==> config.mk <==
export PLATFORM = sky130hd
export DESIGN_NAME = op_exec_unit
export DESIGN_NICKNAME = d
export VERILOG_FILES = /design/src/rtl/op_exec_unit.sv
export SDC_FILE = /design/constraint.sdc
export NUM_CORES = 1
export LEC_CHECK = 0
export BUFFER_PORTS_ARGS = -buffer_cell sky130_fd_sc_hd__buf_2
export CAP_MARGIN = 20
export CORE_MARGIN = 2
export CORE_UTILIZATION = 55
export DETAILED_ROUTE_END_ITERATION = 8
export PLACE_DENSITY = 0.76
export REMOVE_ABC_BUFFERS = 1
export SYNTH_ARGS = -nofsm -noshare
export SYNTH_HDL_FRONTEND = slang
export SYNTH_SLANG_ARGS = --single-unit
==> constraint.sdc <==
create_clock -name clk -period 6.18 [get_ports clk]
set_input_delay 0.927 -clock clk [delete_from_list [all_inputs] [get_ports clk]]
set_output_delay 0.927 -clock clk [all_outputs]
set_load 0.005 [all_outputs]
==> src/rtl/op_exec_unit.sv <==
// op_exec_unit: element-serial matrix operation engine.
// Reads operands through the storage port, writes results one element at a time.
module op_exec_unit #(
  parameter int DATA_W  = 8,
  parameter int ACC_W   = 20,
  parameter int MAX_DIM = 5
) (
  input  logic              clk,
  input  logic              rst,
  input  logic              start_op,
  input  logic [2:0]        op_sel,
  input  logic [DATA_W-1:0] scalar_val,
  input  logic [2:0]        a_rows,
  input  logic [2:0]        a_cols,
  input  logic [2:0]        b_rows,
  input  logic [2:0]        b_cols,
  output logic              rd_en,
  output logic              rd_sel,
  output logic [2:0]        rd_row,
  output logic [2:0]        rd_col,
  input  logic [DATA_W-1:0] rd_data,
  output logic              wr_en,
  output logic [2:0]        wr_row,
  output logic [2:0]        wr_col,
  output logic [ACC_W-1:0]  wr_data,
  output logic [2:0]        res_rows,
  output logic [2:0]        res_cols,
  output logic              busy_flag,
  output logic              done_flag,
  output logic              error_flag,
  output logic [1:0]        err_code
);

  typedef enum logic [2:0] {
    IDLE, CHECK, RD_A, RD_B, MAC, WR, DONE, ERR
  } state_t;

  localparam logic [2:0] OP_T = 3'd0;
  localparam logic [2:0] OP_A = 3'd1;
  localparam logic [2:0] OP_B = 3'd2;
  localparam logic [2:0] OP_C = 3'd3;
  localparam logic [2:0] OP_J = 3'd4;
  localparam logic [2:0] MAXD = 3'(MAX_DIM);

  state_t state_q, state_d;

  logic [2:0]        op_q;
  logic [DATA_W-1:0] scal_q;
  logic [2:0]        ar_q, ac_q, br_q, bc_q;
  logic [2:0]        i_q, j_q, k_q;
  logic [1:0]        u_q, v_q;
  logic [DATA_W-1:0] a_reg;
  logic [ACC_W-1:0]  acc;
  logic [2:0]        rd_row_q, rd_col_q;

  logic              uses_b;
  logic              mism;
  logic              bad_a, bad_b;
  logic [1:0]        chk_err;
  logic [2:0]        res_r_nxt, res_c_nxt;
  logic              term_first, term_last;
  logic              elem_last;
  logic [2:0]        addr_row, addr_col;
  logic [ACC_W-1:0]  prod, base, acc_nxt;

  function automatic logic dim_bad(input logic [2:0] d);
    return (d == 3'd0) || (d > MAXD);
  endfunction

  assign uses_b = (op_q == OP_A) || (op_q == OP_C) || (op_q == OP_J);
  assign bad_a  = dim_bad(ar_q) || dim_bad(ac_q);
  assign bad_b  = dim_bad(br_q) || dim_bad(bc_q);

  // Operand validation in priority order: opcode, range, shape.
  always_comb begin
    mism    = 1'b0;
    chk_err = 2'b00;
    unique case (1'b1)
      op_q == OP_A: mism = (ar_q != br_q) || (ac_q != bc_q);
      op_q == OP_C: mism = (ac_q != br_q);
      op_q == OP_J: mism = (br_q != 3'd3) || (bc_q != 3'd3)
                        || (ar_q < 3'd3) || (ac_q < 3'd3);
      default:      mism = 1'b0;
    endcase
    if (op_q > OP_J) begin
      chk_err = 2'b01;
    end else if (bad_a || (uses_b && bad_b)) begin
      chk_err = 2'b10;
    end else if (mism) begin
      chk_err = 2'b11;
    end
  end

  // Result shape for the accepted op.
  always_comb begin
    res_r_nxt = ar_q;
    res_c_nxt = ac_q;
    case (op_q)
      OP_T: begin
        res_r_nxt = ac_q;
        res_c_nxt = ar_q;
      end
      OP_C: res_c_nxt = bc_q;
      OP_J: begin
        res_r_nxt = ar_q - 3'd2;
        res_c_nxt = ac_q - 3'd2;
      end
      default: ;
    endcase
  end

  // Term bookkeeping: first term clears acc, last term leaves for WR.
  always_comb begin
    term_first = 1'b1;
    term_last  = 1'b1;
    if (op_q == OP_C) begin
      term_first = (k_q == 3'd0);
      term_last  = (k_q == ac_q - 3'd1);
    end else if (op_q == OP_J) begin
      term_first = (u_q == 2'd0) && (v_q == 2'd0);
      term_last  = (u_q == 2'd2) && (v_q == 2'd2);
    end
  end

  assign elem_last = (i_q == res_rows - 3'd1)
                  && (j_q == res_cols - 3'd1);

  // Read coordinates for the A and B fetch cycles.
  always_comb begin
    addr_row = rd_row_q;
    addr_col = rd_col_q;
    if (state_q == RD_A) begin
      case (op_q)
        OP_T: begin
          addr_row = j_q;
          addr_col = i_q;
        end
        OP_A, OP_B: begin
          addr_row = i_q;
          addr_col = j_q;
        end
        OP_C: begin
          addr_row = i_q;
          addr_col = k_q;
        end
        OP_J: begin
          addr_row = i_q + {1'b0, u_q};
          addr_col = j_q + {1'b0, v_q};
        end
        default: ;
      endcase
    end else if (state_q == RD_B) begin
      case (op_q)
        OP_A: begin
          addr_row = i_q;
          addr_col = j_q;
        end
        OP_C: begin
          addr_row = k_q;
          addr_col = j_q;
        end
        OP_J: begin
          addr_row = {1'b0, u_q};
          addr_col = {1'b0, v_q};
        end
        default: ;
      endcase
    end
  end

  // Accumulator update; B operand is taken straight off the read port.
  always_comb begin
    prod    = ACC_W'(a_reg) * ACC_W'(rd_data);
    base    = term_first ? '0 : acc;
    acc_nxt = acc;
    case (op_q)
      OP_T:    acc_nxt = ACC_W'(a_reg);
      OP_A:    acc_nxt = ACC_W'(a_reg) + ACC_W'(rd_data);
      OP_B:    acc_nxt = ACC_W'(a_reg) * ACC_W'(scal_q);
      default: acc_nxt = base + prod;
    endcase
  end

  // State register.
  always_ff @(posedge clk) begin
    if (rst) begin
      state_q <= IDLE;
    end else begin
      state_q <= state_d;
    end
  end

  // Next-state and read strobe decode.
  always_comb begin
    state_d = state_q;
    rd_en   = 1'b0;
    rd_sel  = 1'b0;
    case (state_q)
      IDLE:  if (start_op) state_d = CHECK;
      CHECK: state_d = (chk_err != 2'b00) ? ERR : RD_A;
      RD_A: begin
        rd_en   = 1'b1;
        state_d = RD_B;
      end
      RD_B: begin
        rd_en   = uses_b;
        rd_sel  = uses_b;
        state_d = MAC;
      end
      MAC:   state_d = term_last ? WR : RD_A;
      WR:    state_d = elem_last ? DONE : RD_A;
      DONE:  state_d = IDLE;
      ERR:   state_d = IDLE;
      default: state_d = IDLE;
    endcase
  end

  assign rd_row     = rd_en ? addr_row : rd_row_q;
  assign rd_col     = rd_en ? addr_col : rd_col_q;
  assign wr_en      = (state_q == WR);
  assign wr_row     = i_q;
  assign wr_col     = j_q;
  assign wr_data    = acc;
  assign busy_flag  = (state_q != IDLE);
  assign done_flag  = (state_q == DONE);
  assign error_flag = (state_q == ERR);

  // Operand capture, loop counters and accumulator.
  always_ff @(posedge clk) begin
    if (rst) begin
      op_q     <= '0;
      scal_q   <= '0;
      ar_q     <= '0;
      ac_q     <= '0;
      br_q     <= '0;
      bc_q     <= '0;
      i_q      <= '0;
      j_q      <= '0;
      k_q      <= '0;
      u_q      <= '0;
      v_q      <= '0;
      a_reg    <= '0;
      acc      <= '0;
      rd_row_q <= '0;
      rd_col_q <= '0;
      res_rows <= '0;
      res_cols <= '0;
      err_code <= '0;
    end else begin
      if (rd_en) begin
        rd_row_q <= addr_row;
        rd_col_q <= addr_col;
      end
      case (state_q)
        IDLE: begin
          if (start_op) begin
            op_q     <= op_sel;
            scal_q   <= scalar_val;
            ar_q     <= a_rows;
            ac_q     <= a_cols;
            br_q     <= b_rows;
            bc_q     <= b_cols;
            err_code <= 2'b00;
          end
        end
        CHECK: begin
          if (chk_err != 2'b00) begin
            err_code <= chk_err;
          end else begin
            res_rows <= res_r_nxt;
            res_cols <= res_c_nxt;
            i_q      <= '0;
            j_q      <= '0;
            k_q      <= '0;
            u_q      <= '0;
            v_q      <= '0;
          end
        end
        RD_B: a_reg <= rd_data;
        MAC: begin
          acc <= acc_nxt;
          if (term_last) begin
            k_q <= '0;
            u_q <= '0;
            v_q <= '0;
          end else if (op_q == OP_C) begin
            k_q <= k_q + 3'd1;
          end else if (v_q == 2'd2) begin
            v_q <= '0;
            u_q <= u_q + 2'd1;
          end else begin
            v_q <= v_q + 2'd1;
          end
        end
        WR: begin
          if (j_q == res_cols - 3'd1) begin
            j_q <= '0;
            i_q <= i_q + 3'd1;
          end else begin
            j_q <= j_q + 3'd1;
          end
        end
        default: ;
      endcase
    end
  end

endmodule

# Yosys cells after proc, flatten, opt, wreduce, memory -nomap -nowiden
# Index checks and enable logic that the tools add are counted.
# W data, S select, Z words.
[op_classes]
add_sub_neg = 14
mul = 2
magnitude_cmp = 7
n_eq_ne = 28
muxes = 49
n_bitwise = 1
n_reduce_logical = 43
[op_table]
columns = ["op", "count"]
rows = [
  ["$pmux W20 S3", 1],
  ["$mux W3", 15],
  ["$mul A8 B8 Y16", 2],
  ["$pmux W3 S2", 5],
  ["$pmux W3 S3", 3],
  ["$mux W2", 12],
  ["$logic_not A3 Y1", 7],
  ["$pmux W3 S7", 1],
  ["$add A20 B16 Y20", 1],
  ["$mux W20", 1],
  ["$eq A3 B3 Y1 const B", 5],
  ["$gt A3 B3 Y1 const B", 5],
  ["$logic_or A1 B1 Y1", 13],
  ["$eq A3 B2 Y1 const B", 4],
  ["$pmux W2 S2", 3],
  ["$pmux W3 S4", 1],
  ["$reduce_and A3 Y1", 4],
  ["$add A3 B1 Y3 const B", 3],
  ["$add A8 B8 Y9", 1],
  ["$eq A3 B3 Y1", 3],
  ["$ne A3 B3 Y1", 3],
  ["$ne A3 B3 Y1 const B", 3],
  ["$sub A3 B1 Y3 const B", 3],
  ["$reduce_bool A2 Y1", 4],
  ["other kinds (20)", 41],
]
[word_totals]
register_bits = 81
output_inout_bits = 46
wordCells = 163

# Depth between registers and ports, before layout
[logic_depth]
word_depth = 11
ltp_mapped = 22

# Worst setup path after synthesis
# No wires, ideal clock.
[synth_path]
kind = "register to register"
start = "register op_q[0]"
end = "register acc[19] (netlist: wr_data[19])"
setup_time_ps = 70
t_arrival_ps = 5321
required_time_ps = 6110
slack_ps = 789
stages_incl_launch_ff = 20
synth_period_minus_slack_ps = 5391
cell_sequence = "dfxtp_1 buf_2 or3b_4 o22ai_1 clkbuf_1 nand2_1 fa_1 inv_1 fa_1 inv_1 fa_1 fa_1 inv_1 ha_1 o21a_1 o31a_1 o2111a_1 or3b_2 a31o_2 a21oi_1"
[synth_via]
elab_chain_cells = 6
[synth_lines]
columns = ["item", "line_no", "text"]
rows = [
  ["start: declaration", "47", "logic [2:0] op_q;"],
  ["start signal: assignment", "257", "op_q <= op_sel;"],
  ["$eq A3 B3 Y1", "119", "end else if (op_q == OP_J) begin"],
  ["$mux W1", "119", ""],
  ["$mux W1", "116", "if (op_q == OP_C) begin"],
  ["$mux W20", "174", "base = term_first ? '0 : acc;"],
  ["$add A20 B16 Y20", "180", "default: acc_nxt = base + prod;"],
  ["$pmux W20 S3 *", "176", "case (op_q)"],
  ["end signal: assignment", "281", "acc <= acc_nxt;"],
  ["end: declaration", "53", "logic [ACC_W-1:0] acc;"],
]
# Every way passes the cells marked *; elsewhere a longest branch is shown, timed or not.
# A chain may end at the register's enable or synchronous reset.

# Worst setup path after layout
[layout_path]
start = "register op_q[0]"
end = "register acc[8] (netlist: wr_data[8])"
# Same word-level chain as after synthesis.

==> results.toml <==
[global_routing]
grt_max_degree = 78
grt_overflow = 0
grt_pass1_vias = 8892
grtUsageTotal = 0.285
antenna_found_initial = 0
grt_pass1_wl_um = 44900

[final_layout]
multi_input_area_um2 = 7560
n_antenna_cell = 0
post_route_cells_drive_above_1_share = 0.106
largest_reg_flops = 20
fill_cells = 1653
stdcell_count = 1538
seq_area_um2 = 1620
syn2layout_area_growth_pct = 8.39
layout.nets = 1531

[route]
drc = 0
wl_per_cell_um = 17.4
wl_um = 26800
ant_nets = 0
drt_iter0_markers = 704
vias = 9108
via_per_inst = 5.92
dr.pass1.iters = 5

[yosys]
synthMuxAreaShare = 0.0182
synth-xor-area-share = 0.0361
synth_top_family_by_area = "adder cells"
synth-simple-area-share = 0.216
yosysTopAreaCell = "fa_1"
synth_fa_ha_area_frac = 0.305
syn_avg_cell_area_um2 = 7.98
yosys_warnings = 0
ys_seq_elements = 81
synthTopCellsByArea = "fa_1 (18%), dfxtp_1 (16%), ha_1 (13%)"
synthCells = 1264
syn_area_um2 = 10100
synth_top_flop_cell = "dfxtp_1"
ys_types = 83
synth_compound_area_frac = 0.173
synth_edf_count = 0
async_reset_ff_frac = 0
yosys.area.top_type_share = 0.177
yosysSeqAreaShare = 0.161

[timing]
setup_viol = 0
hold_slack_ns = 0.465
max_slew_margin = 0.301
worst_slew_pin_slew_ns = 1.05
period_needed_ns = 5.52
rsz0062_at_grt = "false"
hold_viol = 0
fin_skew_ns = 0.00891
finalMaxSlewViolations = 0
period_share = 0.893
fmax_mhz = 181
setup_slack_ns = 0.660

[placed_design]
dp_hpwl_um = 20500
dp.cells = 1522
io_buffers = 79
dpl_worst_slack_ns = 0.757
routabilityCongestion = 0.947

[hold_path]
hp-class = "flip-flop to flip-flop"
whs_path_depth = 2

[power]
switching_share = 0.427
p_clk_frac = 0.283
combPwrFrac = 0.388
power_frac_seq = 0.329
ir_drop_v = 0.000157
p_leak_uw = 0.00533
p_int_uw = 1280
power.density_nw_per_um2 = 204
switchingPower_uw = 954

[setup_path]
endpoint_kind = "flip-flop"
crit_required_ns = 6.43
critical_path_class = "flip-flop to flip-flop"
crit_fanout = 17
crit_chain = "nand3b_1 -> o22ai_1 -> buf_4 -> nand2_1 -> fa_1 -> inv_1 -> fa_1 -> fa_1 -> inv_1 -> fa_1 -> inv_1 -> ha_1 -> and3_1 -> a221oi_1 -> xnor2_1 -> a221o_1 -> o221a_2"
reg2regPathDepth = 17
startpoint_type = "flip-flop"
worst_path_max_delay_cell = "dfxtp_1"
crit_top_cell = "fa_1"
cp.arrival_ns = 5.77
cpPeakStageDelay_ns = 0.70

[floorplan]
die_w_um = 139
core_area_um2 = 18000
dieArea_um2 = 19400
start_util = 0.562
die_y_um = 139
pin_count = 80
row_count = 49

[clocking]
cts.sinks = 81
ctsRootBufferMaster = "clkbuf_16"
cts_max_level = 3
ctsHoldBuffers = 0
post_cts_buffers = 0
cts.clk_slew.worst_paths_ns = 0.07
clkLatencyLatePin_ns = 0.36
cts_tree = "built"
cts_buffers = 9
clockBufferDepth = 2
cts-resized-gates = 0

[outcome]
outcome = "finished, final reports clean"

[job]
maxCapViolations = 0
-- cell type report --
cell class	instances	share of cell area
inverter	169	0.0580
tap	229	0.0262
multi-input combinational	950	0.691
timing repair buffer	93	0.0458
sequential	81	0.148
clock inverter	7	0.00995
clock buffer	9	0.0206
-- cell usage in the layout (no fill, tap or decap), types with 7 or more instances in the layout --
master,n
a211oi_1,11
a21o_1,14
a21oi_1,85
a221oi_1,8
a31oi_1,14
and2_1,100
buf_2,79
buf_4,14
clkbuf_16,9
dfxtp_1,81
fa_1,89
ha_1,104
inv_1,168
mux2i_1,15
nand2_1,164
nand2b_1,9
nand3_1,25
nor2_1,56
nor2b_1,7
nor3_1,22
o211ai_1,11
o21ai_0,45
xnor2_1,28
xor2_1,11
-- power groups by stage --
stage | Clock (µW) | Combinational, µW | Sequential, µW
after global routing | 656 | 972 | 747
after global placement | 0 | 839 | 741
after CTS | 637 | 861 | 731
final | 632 | 865 | 735
after detailed placement | 0 | 856 | 743
after floorplan | 0 | 562 | 716
-- through the flow --
stage | power, µW | TNS [ns] | util | instance area (µm²)
finish | 2230 | 0 | 0.609 | 10900
global route | 2380 | 0 | 0.609 | 10900
CTS | 2230 | 0 | 0.609 | 10900
detailed placement | 1600 | 0 | 0.590 | 10600
global placement | 1580 | 0 | 0.590 | 10600
floorplan | 1280 | -0.0822 | - | 9810
-- layer usage --
layer | up-vias | track usage | routed length (µm)
met5 | - | 0 | 0
met4 | 0 | 0.120 | 1100
met3 | 83 | 0.0403 | 1860
met2 | 368 | 0.475 | 12700
met1 | 4339 | 0.371 | 11100
li1 | 4318 | - | -
-- path summary, 6_finish.rpt --
check / startpoint / end / slack [ns]
hold / removal: rd_row_q[0] / rd_row_q[0] / 0.46
setup / recovery: op_q[0] / wr_data[8] / 0.66
hold reg to reg: rd_row_q[0] / rd_row_q[0] / 0.46
setup reg to reg: op_q[0] / wr_data[8] / 0.66
-- logic make-up (layout without fill, tap and decap cells) --
group | count (synthesis) | after routing
xor+xnor | 40 | 40
compound gates | 263 | 263
fa+ha+maj | 193 | 193
mux | 18 | 18
simple gates | 436 | 436
buf+inv | 233 | 278
flops | 81 | 81
-- critical path, delay by kind of cell, from the launching register on --
family                     cells  cell delay (ns)
AOI/OAI and AO/OA              4             1.19
xor gates and xnor gates       1             0.19
adders and majority gates      5             2.36
buffers and inverters          4             0.34
DFF                            1             0.70
and+or+nand+nor                3             0.63
-- Yosys cell counts, types with 9 or more instances --
cell / count
a31oi_1: 14
mux2i_1: 15
xnor2_1: 28
nor2_1: 56
a211oi_1: 11
o21ai_0: 45
fa_1: 89
nor3_1: 22
a21oi_1: 85
a21o_1: 14
clkbuf_1: 48
xor2_1: 11
o211ai_1: 11
nand2_1: 164
nand3_1: 25
inv_1: 168
ha_1: 104
dfxtp_1: 81
and2_1: 100
nand2b_1: 9
(Power assumes the default switching activity.)
